===== config.mk =====
export PLATFORM = sky130hd
export DESIGN_NAME = instr_fetch_flat
export DESIGN_NICKNAME = d
export VERILOG_FILES = /design/src/rtl/instr_fetch_if.sv /design/src/rtl/instr_fetch.sv /design/src/flat_wrapper.sv
export SDC_FILE = /design/constraint.sdc
export NUM_CORES = 1
export LEC_CHECK = 0
export ABC_AREA = 1
export CAP_MARGIN = 20
export CELL_PAD_IN_SITES_DETAIL_PLACEMENT = 2
export CELL_PAD_IN_SITES_GLOBAL_PLACEMENT = 2
export CORE_AREA = 2 2 97 99
export CTS_CLUSTER_DIAMETER = 40
export DETAILED_ROUTE_END_ITERATION = 16
export DIE_AREA = 0 0 99 101
export PLACE_DENSITY = 0.79
export SYNTH_ARGS = -nofsm -noshare
export SYNTH_HDL_FRONTEND = slang
export SYNTH_SLANG_ARGS = --single-unit
export TNS_END_PERCENT = 5

===== constraint.sdc =====
create_clock -name Clk -period 1.95 [get_ports Clk]
set_input_delay 0.39 -clock Clk [delete_from_list [all_inputs] [get_ports Clk]]
set_output_delay 0.39 -clock Clk [all_outputs]
set_load 0.05 [all_outputs]

===== src/rtl/instr_fetch_if.sv =====
// Instruction memory bus between the fetch unit (master) and instruction memory (slave).
// Latency: none of its own, signals only.
// Handshake: I_req is held with a stable I_addr until the slave returns a one-cycle I_ack with I_data.
interface instr_fetch_if #(
    parameter int ADDR_W  = 8,
    parameter int INSTR_W = 16
);
    logic [ADDR_W-1:0]  I_addr;
    logic               I_req;
    logic               I_ack;
    logic [INSTR_W-1:0] I_data;

    modport master (
        output I_addr,
        output I_req,
        input  I_ack,
        input  I_data
    );

    modport slave (
        input  I_addr,
        input  I_req,
        output I_ack,
        output I_data
    );
endinterface


===== src/rtl/instr_fetch.sv =====
// Instruction fetch front end: program counter, instruction memory requests,
// a one-entry prefetch buffer and the instruction register seen by the control unit.
// Latency: consume to next Pf_valid is 1 cycle plus memory wait cycles; reset release to
// first Pf_valid is 2 cycles with a zero-wait memory.
// Backpressure: an Id&PC_up arriving while the buffer is empty raises Stall until the
// outstanding fetch returns and IR is loaded directly from memory.
//
// Ports:
//   Clk, Reset          rising-edge clock, asynchronous active-high reset
//   PC_clr, PC_up, Id   control-unit strobes (clear / advance PC / load IR)
//   mem                 instruction memory bus (master side): I_addr, I_req, I_ack, I_data
//   IRdata              instruction register
//   PC                  address of the next instruction to be consumed
//   Pf_valid            prefetch buffer holds mem[PC]
//   Stall               Id accepted but IR not yet updated
//   Halted              only when FETCH_HALT_DETECT_EN is defined: a HALT (opcode 4'h5)
//                       was loaded into IR; only PC_clr or Reset leaves this state
module instr_fetch #(
    parameter int ADDR_W  = 8,
    parameter int INSTR_W = 16
) (
    input  logic               Clk,
    input  logic               Reset,
    input  logic               PC_clr,
    input  logic               PC_up,
    input  logic               Id,
    instr_fetch_if.master      mem,
    output logic [INSTR_W-1:0] IRdata,
    output logic [ADDR_W-1:0]  PC,
    output logic               Pf_valid,
    output logic               Stall
`ifdef FETCH_HALT_DETECT_EN
    ,
    output logic               Halted
`endif
);

`ifdef FETCH_HALT_DETECT_EN
    typedef enum logic [1:0] {S_CLR, S_REQ, S_FULL, S_HALT} state_t;
`else
    typedef enum logic [1:0] {S_CLR, S_REQ, S_FULL} state_t;
`endif

    state_t             state;
    logic [INSTR_W-1:0] pf_dat;   // prefetch buffer; valid exactly when Pf_valid=1
    logic               pending;  // Id&PC_up accepted while the buffer was empty
    logic               req;      // registered I_req
    logic               accept;   // Id&PC_up arriving this cycle with an empty buffer

`ifdef FETCH_HALT_DETECT_EN
    function automatic logic is_halt(input logic [INSTR_W-1:0] word);
        return word[INSTR_W-1 -: 4] == 4'h5;
    endfunction
`endif

    // A consume request that cannot be served from the buffer. Once pending is set,
    // further strobes are ignored until the IR load.
    always_comb begin
        accept = 1'b0;
        if (!PC_clr && !pending && Id && PC_up && (state == S_REQ || state == S_CLR)) begin
            accept = 1'b1;
        end
    end

    assign Stall      = pending | accept;
    assign mem.I_req  = req;
    assign mem.I_addr = req ? PC : '0;

    always_ff @(posedge Clk or posedge Reset) begin
        if (Reset) begin
            state    <= S_CLR;
            PC       <= '0;
            IRdata   <= '0;
            pf_dat   <= '0;
            Pf_valid <= 1'b0;
            pending  <= 1'b0;
            req      <= 1'b0;
`ifdef FETCH_HALT_DETECT_EN
            Halted   <= 1'b0;
`endif
        end else if (PC_clr) begin
            // Highest priority: any ack arriving in this cycle is dropped.
            state    <= S_CLR;
            PC       <= '0;
            IRdata   <= '0;
            Pf_valid <= 1'b0;
            pending  <= 1'b0;
            req      <= 1'b0;
`ifdef FETCH_HALT_DETECT_EN
            Halted   <= 1'b0;
`endif
        end else begin
            case (state)
                S_CLR: begin
                    // One idle cycle with I_req low, then start fetching mem[PC].
                    state <= S_REQ;
                    req   <= 1'b1;
                    if (accept) begin
                        pending <= 1'b1;
                    end
                end

                S_REQ: begin
                    if (mem.I_ack) begin
                        if (pending || accept) begin
                            // A consumer is waiting: bypass the buffer and keep
                            // requesting, now for the advanced PC.
                            IRdata  <= mem.I_data;
                            PC      <= PC + 1'b1;
                            pending <= 1'b0;
`ifdef FETCH_HALT_DETECT_EN
                            if (is_halt(mem.I_data)) begin
                                state  <= S_HALT;
                                req    <= 1'b0;
                                Halted <= 1'b1;
                            end
`endif
                        end else begin
                            pf_dat   <= mem.I_data;
                            Pf_valid <= 1'b1;
                            req      <= 1'b0;
                            state    <= S_FULL;
                        end
                    end else if (accept) begin
                        pending <= 1'b1;
                    end
                end

                S_FULL: begin
                    if (Id) begin
                        IRdata <= pf_dat;
                    end
                    if (PC_up) begin
                        PC       <= PC + 1'b1;
                        Pf_valid <= 1'b0;
                        req      <= 1'b1;
                        state    <= S_REQ;
                    end
`ifdef FETCH_HALT_DETECT_EN
                    // Overrides the refetch above: a loaded HALT freezes fetching.
                    if (Id && is_halt(pf_dat)) begin
                        Pf_valid <= 1'b0;
                        req      <= 1'b0;
                        Halted   <= 1'b1;
                        state    <= S_HALT;
                    end
`endif
                end

`ifdef FETCH_HALT_DETECT_EN
                S_HALT: begin
                    // Frozen until PC_clr or Reset.
                    req <= 1'b0;
                end
`endif

                default: begin
                    state <= S_CLR;
                    req   <= 1'b0;
                end
            endcase
        end
    end

endmodule


===== src/flat_wrapper.sv =====
// flat-port wrapper written by rule: the top's interface ports become plain ports
module instr_fetch_flat 
#(
    parameter int ADDR_W  = 8,
    parameter int INSTR_W = 16
)
  (Clk, Reset, PC_clr, PC_up, Id, IRdata, PC, Pf_valid, Stall, mem_I_addr, mem_I_req, mem_I_ack, mem_I_data);
  instr_fetch_if #(.ADDR_W(ADDR_W), .INSTR_W(INSTR_W)) mem_i ();
  input  logic Clk;
  input  logic Reset;
  input  logic PC_clr;
  input  logic PC_up;
  input  logic Id;
  output logic [INSTR_W-1:0] IRdata;
  output logic [ADDR_W-1:0] PC;
  output logic Pf_valid;
  output logic Stall;
  output wire logic [$bits(mem_i.I_addr)-1:0] mem_I_addr;
  output wire logic [$bits(mem_i.I_req)-1:0] mem_I_req;
  input wire logic [$bits(mem_i.I_ack)-1:0] mem_I_ack;
  input wire logic [$bits(mem_i.I_data)-1:0] mem_I_data;
  assign mem_I_addr = mem_i.I_addr;
  assign mem_I_req = mem_i.I_req;
  assign mem_i.I_ack = mem_I_ack;
  assign mem_i.I_data = mem_I_data;
  instr_fetch #(.ADDR_W(ADDR_W), .INSTR_W(INSTR_W)) u_core (.Clk(Clk), .Reset(Reset), .PC_clr(PC_clr), .PC_up(PC_up), .Id(Id), .mem(mem_i), .IRdata(IRdata), .PC(PC), .Pf_valid(Pf_valid), .Stall(Stall));
endmodule

== Word-level counts from Yosys, hierarchy flattened ==
Index checks and enable logic that the tools add are counted.
Word-level totals
  register bits after elaboration: 45
  word-level logic and storage cells: 68
  input port bits: 22
Operators by class
  add/subtract/negate cells: 1
  mux-type cells: 32
  equal/unequal tests: 8
  reductions and logical operators: 17
  bitwise gates (word level): 3
Operator list (number)
  two-way mux 16 bit: 4
  two-way mux 8 bit: 5
  one-hot mux 16 bit (2 select lines): 1
  one-hot mux 8 bit (2 select lines): 1
  AND reduction 4 bit: 4
  != test 3 bit, second input constant: 5
  two-way mux 1 bit: 13
  adder 8 x 1 -> 8 bit, second input constant: 1
  two-way mux 2 bit: 4
  one-hot mux 2 bit (3 select lines): 1
  nonzero test 3 bit: 2
  logical AND 1 bit: 4
  != test 4 bit, second input constant: 1
  one-hot mux 1 bit (2 select lines): 2
  one-hot mux 1 bit (3 select lines): 1
  AND reduction 3 bit: 1
  equality test 2 x 1 -> 1 bit, second input constant: 1
  equality test 2 bit, second input constant: 1
  logical NOT 1 bit: 2
  logical NOT 2 bit: 1
  logical OR 1 bit: 2
  NOT 1 bit: 2
  AND reduction 2 bit: 1
  bitwise OR 1 bit: 1

== Logic depth before layout (Yosys ltp) ==
Gate-level depths: netlist of the first run.
  word-level depth: 11
  depth in mapped cells: 9

== Worst setup path before layout of the first run ==
No wires, ideal clock.
  kind: register to output
  start: register u_core.state[0] (netlist name)
  end: output port mem_I_addr[3]
  slack: 261 ps
  required time: 1560 ps
  cell stages (with the launch flop): 4
  arrival time: 1299 ps
  cells stage by stage: dfrtp_1 buf_6 nand2_1 inv_1
RTL lines
  end, declared: line flat_wrapper.sv:18  | output wire logic [$bits(mem_i.I_addr)-1:0] mem_I_addr;

== Worst setup path in the final report of the first run ==
  start: register u_core.IRdata[12]
  end: output port IRdata[12]
RTL lines
  start, declared: line instr_fetch.sv:28  | output logic [INSTR_W-1:0] IRdata,
  start signal, assigned: line instr_fetch.sv:108  | IRdata <= mem.I_data;
  start signal, assigned: line instr_fetch.sv:131  | IRdata <= pf_dat;
  end, declared: line flat_wrapper.sv:14  | output logic [INSTR_W-1:0] IRdata;
No word-level cell between the ends.

==> results of run 1 <==
[cells by family after synthesis]
| logic type | after synthesis | synth area share (%) |
|---|---|---|
| flops | 44 | 45.24 |
| buf+inv | 38 | 8.174 |
| simple gates | 237 | 44.99 |
| fa+ha+maj | 1 | 0.5141 |
| xor+xnor | 3 | 1.080 |
[path summary, 6_finish.rpt]
path	from	end	slack [ps]	depth (start not counted)
worst min register to register	u_core.IRdata[6]	u_core.IRdata[6]	480	2
worst min-delay path	Reset	u_core.IRdata[13]	430	3
min in group Clk	u_core.IRdata[6]	u_core.IRdata[6]	480	2
worst max-delay path	u_core.IRdata[12]	IRdata[12]	50	1
max in group asynchronous	Reset	u_core.IRdata[3]	1310	3
worst max register to register	u_core.state[1]	u_core.pf_dat[0]	310	8
[stage by stage]
| step | TNS [ps] | power (W) | worst slack [ps] |
|---|---|---|---|
| after detailed placement | -843.6 | 0.002382 | -62.90 |
| after global routing | 0 | 0.003366 | 6.835 |
| after global placement | 0 | 0.002329 | 58.66 |
| after CTS | 0 | 0.003218 | 10.85 |
| after floorplan | 0 | 0.001962 | 260.7 |
| final | 0 | 0.003169 | 51.11 |
[layer usage]
metal | track usage, % | wire [µm] | vias up
met4 | 4.110 | 58 | 0
li1 | - | - | 1138
met3 | 2.497 | 220 | 9
met1 | 20.98 | 3530 | 1169
met2 | 29.73 | 3878 | 39
met5 | 0 | 0 | -
[cells in the final DEF, fill, tap and decap left out]
| cell type | instances |
|---|---|
| sky130_fd_sc_hd__ha_1 | 1 |
| sky130_fd_sc_hd__and3_1 | 1 |
| sky130_fd_sc_hd__clkinv_1 | 1 |
| sky130_fd_sc_hd__nand2_4 | 1 |
| sky130_fd_sc_hd__xnor2_1 | 2 |
| sky130_fd_sc_hd__nor2_1 | 13 |
| sky130_fd_sc_hd__inv_2 | 4 |
| sky130_fd_sc_hd__nand3_4 | 2 |
| sky130_fd_sc_hd__bufinv_16 | 2 |
| sky130_fd_sc_hd__nand3_1 | 39 |
| sky130_fd_sc_hd__nand4_1 | 16 |
| sky130_fd_sc_hd__nor2_4 | 3 |
| sky130_fd_sc_hd__clkdlybuf4s50_1 | 35 |
| sky130_fd_sc_hd__buf_4 | 22 |
| sky130_fd_sc_hd__nand2_1 | 155 |
| sky130_fd_sc_hd__inv_1 | 18 |
| sky130_fd_sc_hd__nand3_2 | 3 |
| sky130_fd_sc_hd__dfrtp_1 | 44 |
| sky130_fd_sc_hd__nand2_2 | 2 |
| sky130_fd_sc_hd__clkbuf_8 | 5 |
| sky130_fd_sc_hd__nor2_8 | 1 |
| sky130_fd_sc_hd__nand3b_4 | 1 |
| sky130_fd_sc_hd__dlymetal6s2s_1 | 1 |
| sky130_fd_sc_hd__buf_12 | 11 |
| sky130_fd_sc_hd__xor2_1 | 1 |
[synth_stat cells, types with 2 or more instances]
master,instances
sky130_fd_sc_hd__buf_1,2
sky130_fd_sc_hd__buf_2,3
sky130_fd_sc_hd__buf_4,4
sky130_fd_sc_hd__buf_6,5
sky130_fd_sc_hd__dfrtp_1,44
sky130_fd_sc_hd__inv_1,19
sky130_fd_sc_hd__inv_2,4
sky130_fd_sc_hd__nand2_1,155
sky130_fd_sc_hd__nand2_2,2
sky130_fd_sc_hd__nand3_1,39
sky130_fd_sc_hd__nand3_2,3
sky130_fd_sc_hd__nand3_4,2
sky130_fd_sc_hd__nand4_1,16
sky130_fd_sc_hd__nor2_1,13
sky130_fd_sc_hd__nor2_4,3
sky130_fd_sc_hd__xnor2_1,2
[power by group]
| part | switching [W] | internal (W) |
|---|---|---|
| logic | 0.000703 | 0.000376 |
| registers | 0.000153 | 0.00112 |
| clock network | 0.000317 | 0.000504 |
[state kept, by name, summed over array words and instances, names as in the netlist]
| signal | count |
|---|---|
| u_core.IRdata | 16 |
| u_core.pf_dat | 16 |
| u_core.PC | 8 |
| u_core.state | 2 |
| u_core.Pf_valid | 1 |
| u_core.pending | 1 |
[area by class of cell]
type	count	area share [%]
clock inverters	2	1.800
multi-input cells	241	33.97
clock buffers	5	2.062
well taps	111	4.162
inverters	23	2.587
flip-flops and latches	44	33.00
repair buffers	69	22.42
==> results.txt, run 1 <==
TritonCTS built the clock tree. Dividing the detail-routed via count by the number of cells gives approximately 4.8. Counting along the longest clock path gives a buffer depth of 2. For this run, design rule violations remaining after detail routing come to 0. The via count of the first global-routing pass is 2548. The number of buffers inserted during clock tree synthesis is 5.

The count of final hold-check violations is 0. Setup repair after global routing left no endpoint under its margin. In this run the worst path has a maximum fanout of 2. The top cell family by delay on the critical path is buffers and inverters. The combined area of all synthesized cells is roughly 2400 µm². For this run, the share of the core covered by cells in the final layout is 37.17%. The finished layout holds slightly below 500 standard cells, fillers aside. The peak supply drop is 0.3633 mV. The clock-pin slew of the registers on the worst-case setup and hold paths is around 80 ps.

The cell count after synthesis came out at 323. The count of buffer and inverter cells on the critical path is 1. The post-synth net total came out at 346.

The level count of the clock H-tree is 2. The combined flip-flop and latch cell area is 1101 µm². Summed over all layers, the routed wires come to approximately 7700 µm. The final critical delay including setup and external delays is about 1900 ps. The area inside the core boundary came out at 8977 µm².

The final period utilization came out at 97.38%. The worst min-delay path class is in2async. The run finished with clean final reports. The number of I/O pins is 57. The hold slack came out at approximately 430 ps.

The max-slew violation count came to 0. For the worst setup path, the data arrival time is 1510 ps. The count of flip-flops with a built-in enable after synthesis came out at 0. At the end of routability-driven placement, the weighted congestion stood at a little under 0.8. The height of the die came out at 101 µm. The maximum operating frequency is approximately 530 MHz. CTS saw 44 sinks. The total number of nets in the final design is 407. For this run, the leading register cell type out of synthesis is sky130_fd_sc_hd__dfrtp_1. The areal power density over the cells is about 950 nW/µm². Detailed placement finished with a half-perimeter wire length of roughly 5800 µm. The synthesis-to-finish area growth came out at 37.12%. Max-cap violations in this run came to 0.

The number of library cell types mapped by synthesis came out at 23. Of the synthesized area, sequential elements account for a little under half. The flip-flop and latch count after synthesis came out at 44.

The worst setup path is of the reg2out kind. After detailed routing, the average wire length per cell comes to ~16 µm. STA classifies the critical path startpoint as a flop. In this run, placement finished with an instance count of approximately 490.

Among all stages on the critical path, the largest delay is contributed by sky130_fd_sc_hd__clkdlybuf4s50_1. The wire length of the first global-routing pass came out at approximately 13000 µm. The number of DRC violations after detailed-routing iteration 0 is 43. The proportion of layout cells with a drive suffix above 1 is 14.84%.

The total cell area at the placement stage is 3206 µm². STA classifies the critical path endpoint as an output port. With fillers left out, the area of the finished cells amounts to between 3000 and 4000 µm². Dividing the synthesized area by the synthesized cell count gives roughly 7.5 µm².

The remaining antenna violation count after routing came out at 0. The maximum number of pins on one net before global-route repair is 45. Clock latency on the worst-skew pair, taken at its later pin, is about 300 ps. The number of gates resized after CTS was 0. The first-pass detailed-route iteration total came out at 4. In this run the post-CTS setup repair buffer count came out at 0. The repair_antennas step left the layout with diodes totalling 0. The via total after detailed routing is 2355.

The area of the multi-input gates is between 1000 and 1500 µm². The critical path goes through clkdlybuf4s50_1. The initial antenna violation count came to 0. The floorplan step defined a die boundary enclosing ~10000 µm². Global routing used roughly 17% of the available tracks across all layers. The final clock skew is ~7.9 ps.

The post-synthesis async set-or-reset flop share is 100.0%. The largest single stage delay on the critical path is around 810 ps. The worst path required time is about 1600 ps.

The filler cells instantiated in the layout total about 1000. Measured along the x axis, the die boundary spans between 90 and 100 µm. The share of the synthesized area in the top cell type is 45.24%. The tightest slew margin relative to the limit is 65.65%. The row count came out at 35.

Of all cell types, the one taking the most synthesized area is sky130_fd_sc_hd__dfrtp_1. The effective utilization at floorplan is 27.11%. Setup violations remaining at the end of the flow were counted as 0. At the pin with the least slew margin, the transition time is 513.6 ps. Input and output buffers added on the ports amount to 56. Clock tree synthesis selected as its root buffer the cell sky130_fd_sc_hd__clkbuf_8. Sorting the synthesized cells by area gives the leading types as sky130_fd_sc_hd__dfrtp_1 (45%), sky130_fd_sc_hd__nand2_1 (24%), sky130_fd_sc_hd__nand3_1 (8.0%). The leakage power is approximately 1.8 nW. Yosys printed 0 warnings.

The leftover overflow at the end of global routing came out at 0. After clock tree synthesis, the flow added hold-fix buffers numbering 0.
Power figures use the tool's default switching activity.
==> inputs of run 2 (changes only) <==
--- a/config.mk
+++ b/config.mk
@@ -14,6 +14,7 @@
 export DETAILED_ROUTE_END_ITERATION = 16
 export DIE_AREA = 0 0 99 101
 export PLACE_DENSITY = 0.79
+export SLEW_MARGIN = 20
 export SYNTH_ARGS = -nofsm -noshare
 export SYNTH_HDL_FRONTEND = slang
 export SYNTH_SLANG_ARGS = --single-unit
==> results of run 2 <==
Same layout as run 1: the final DEF is identical, and so are final timing and power.
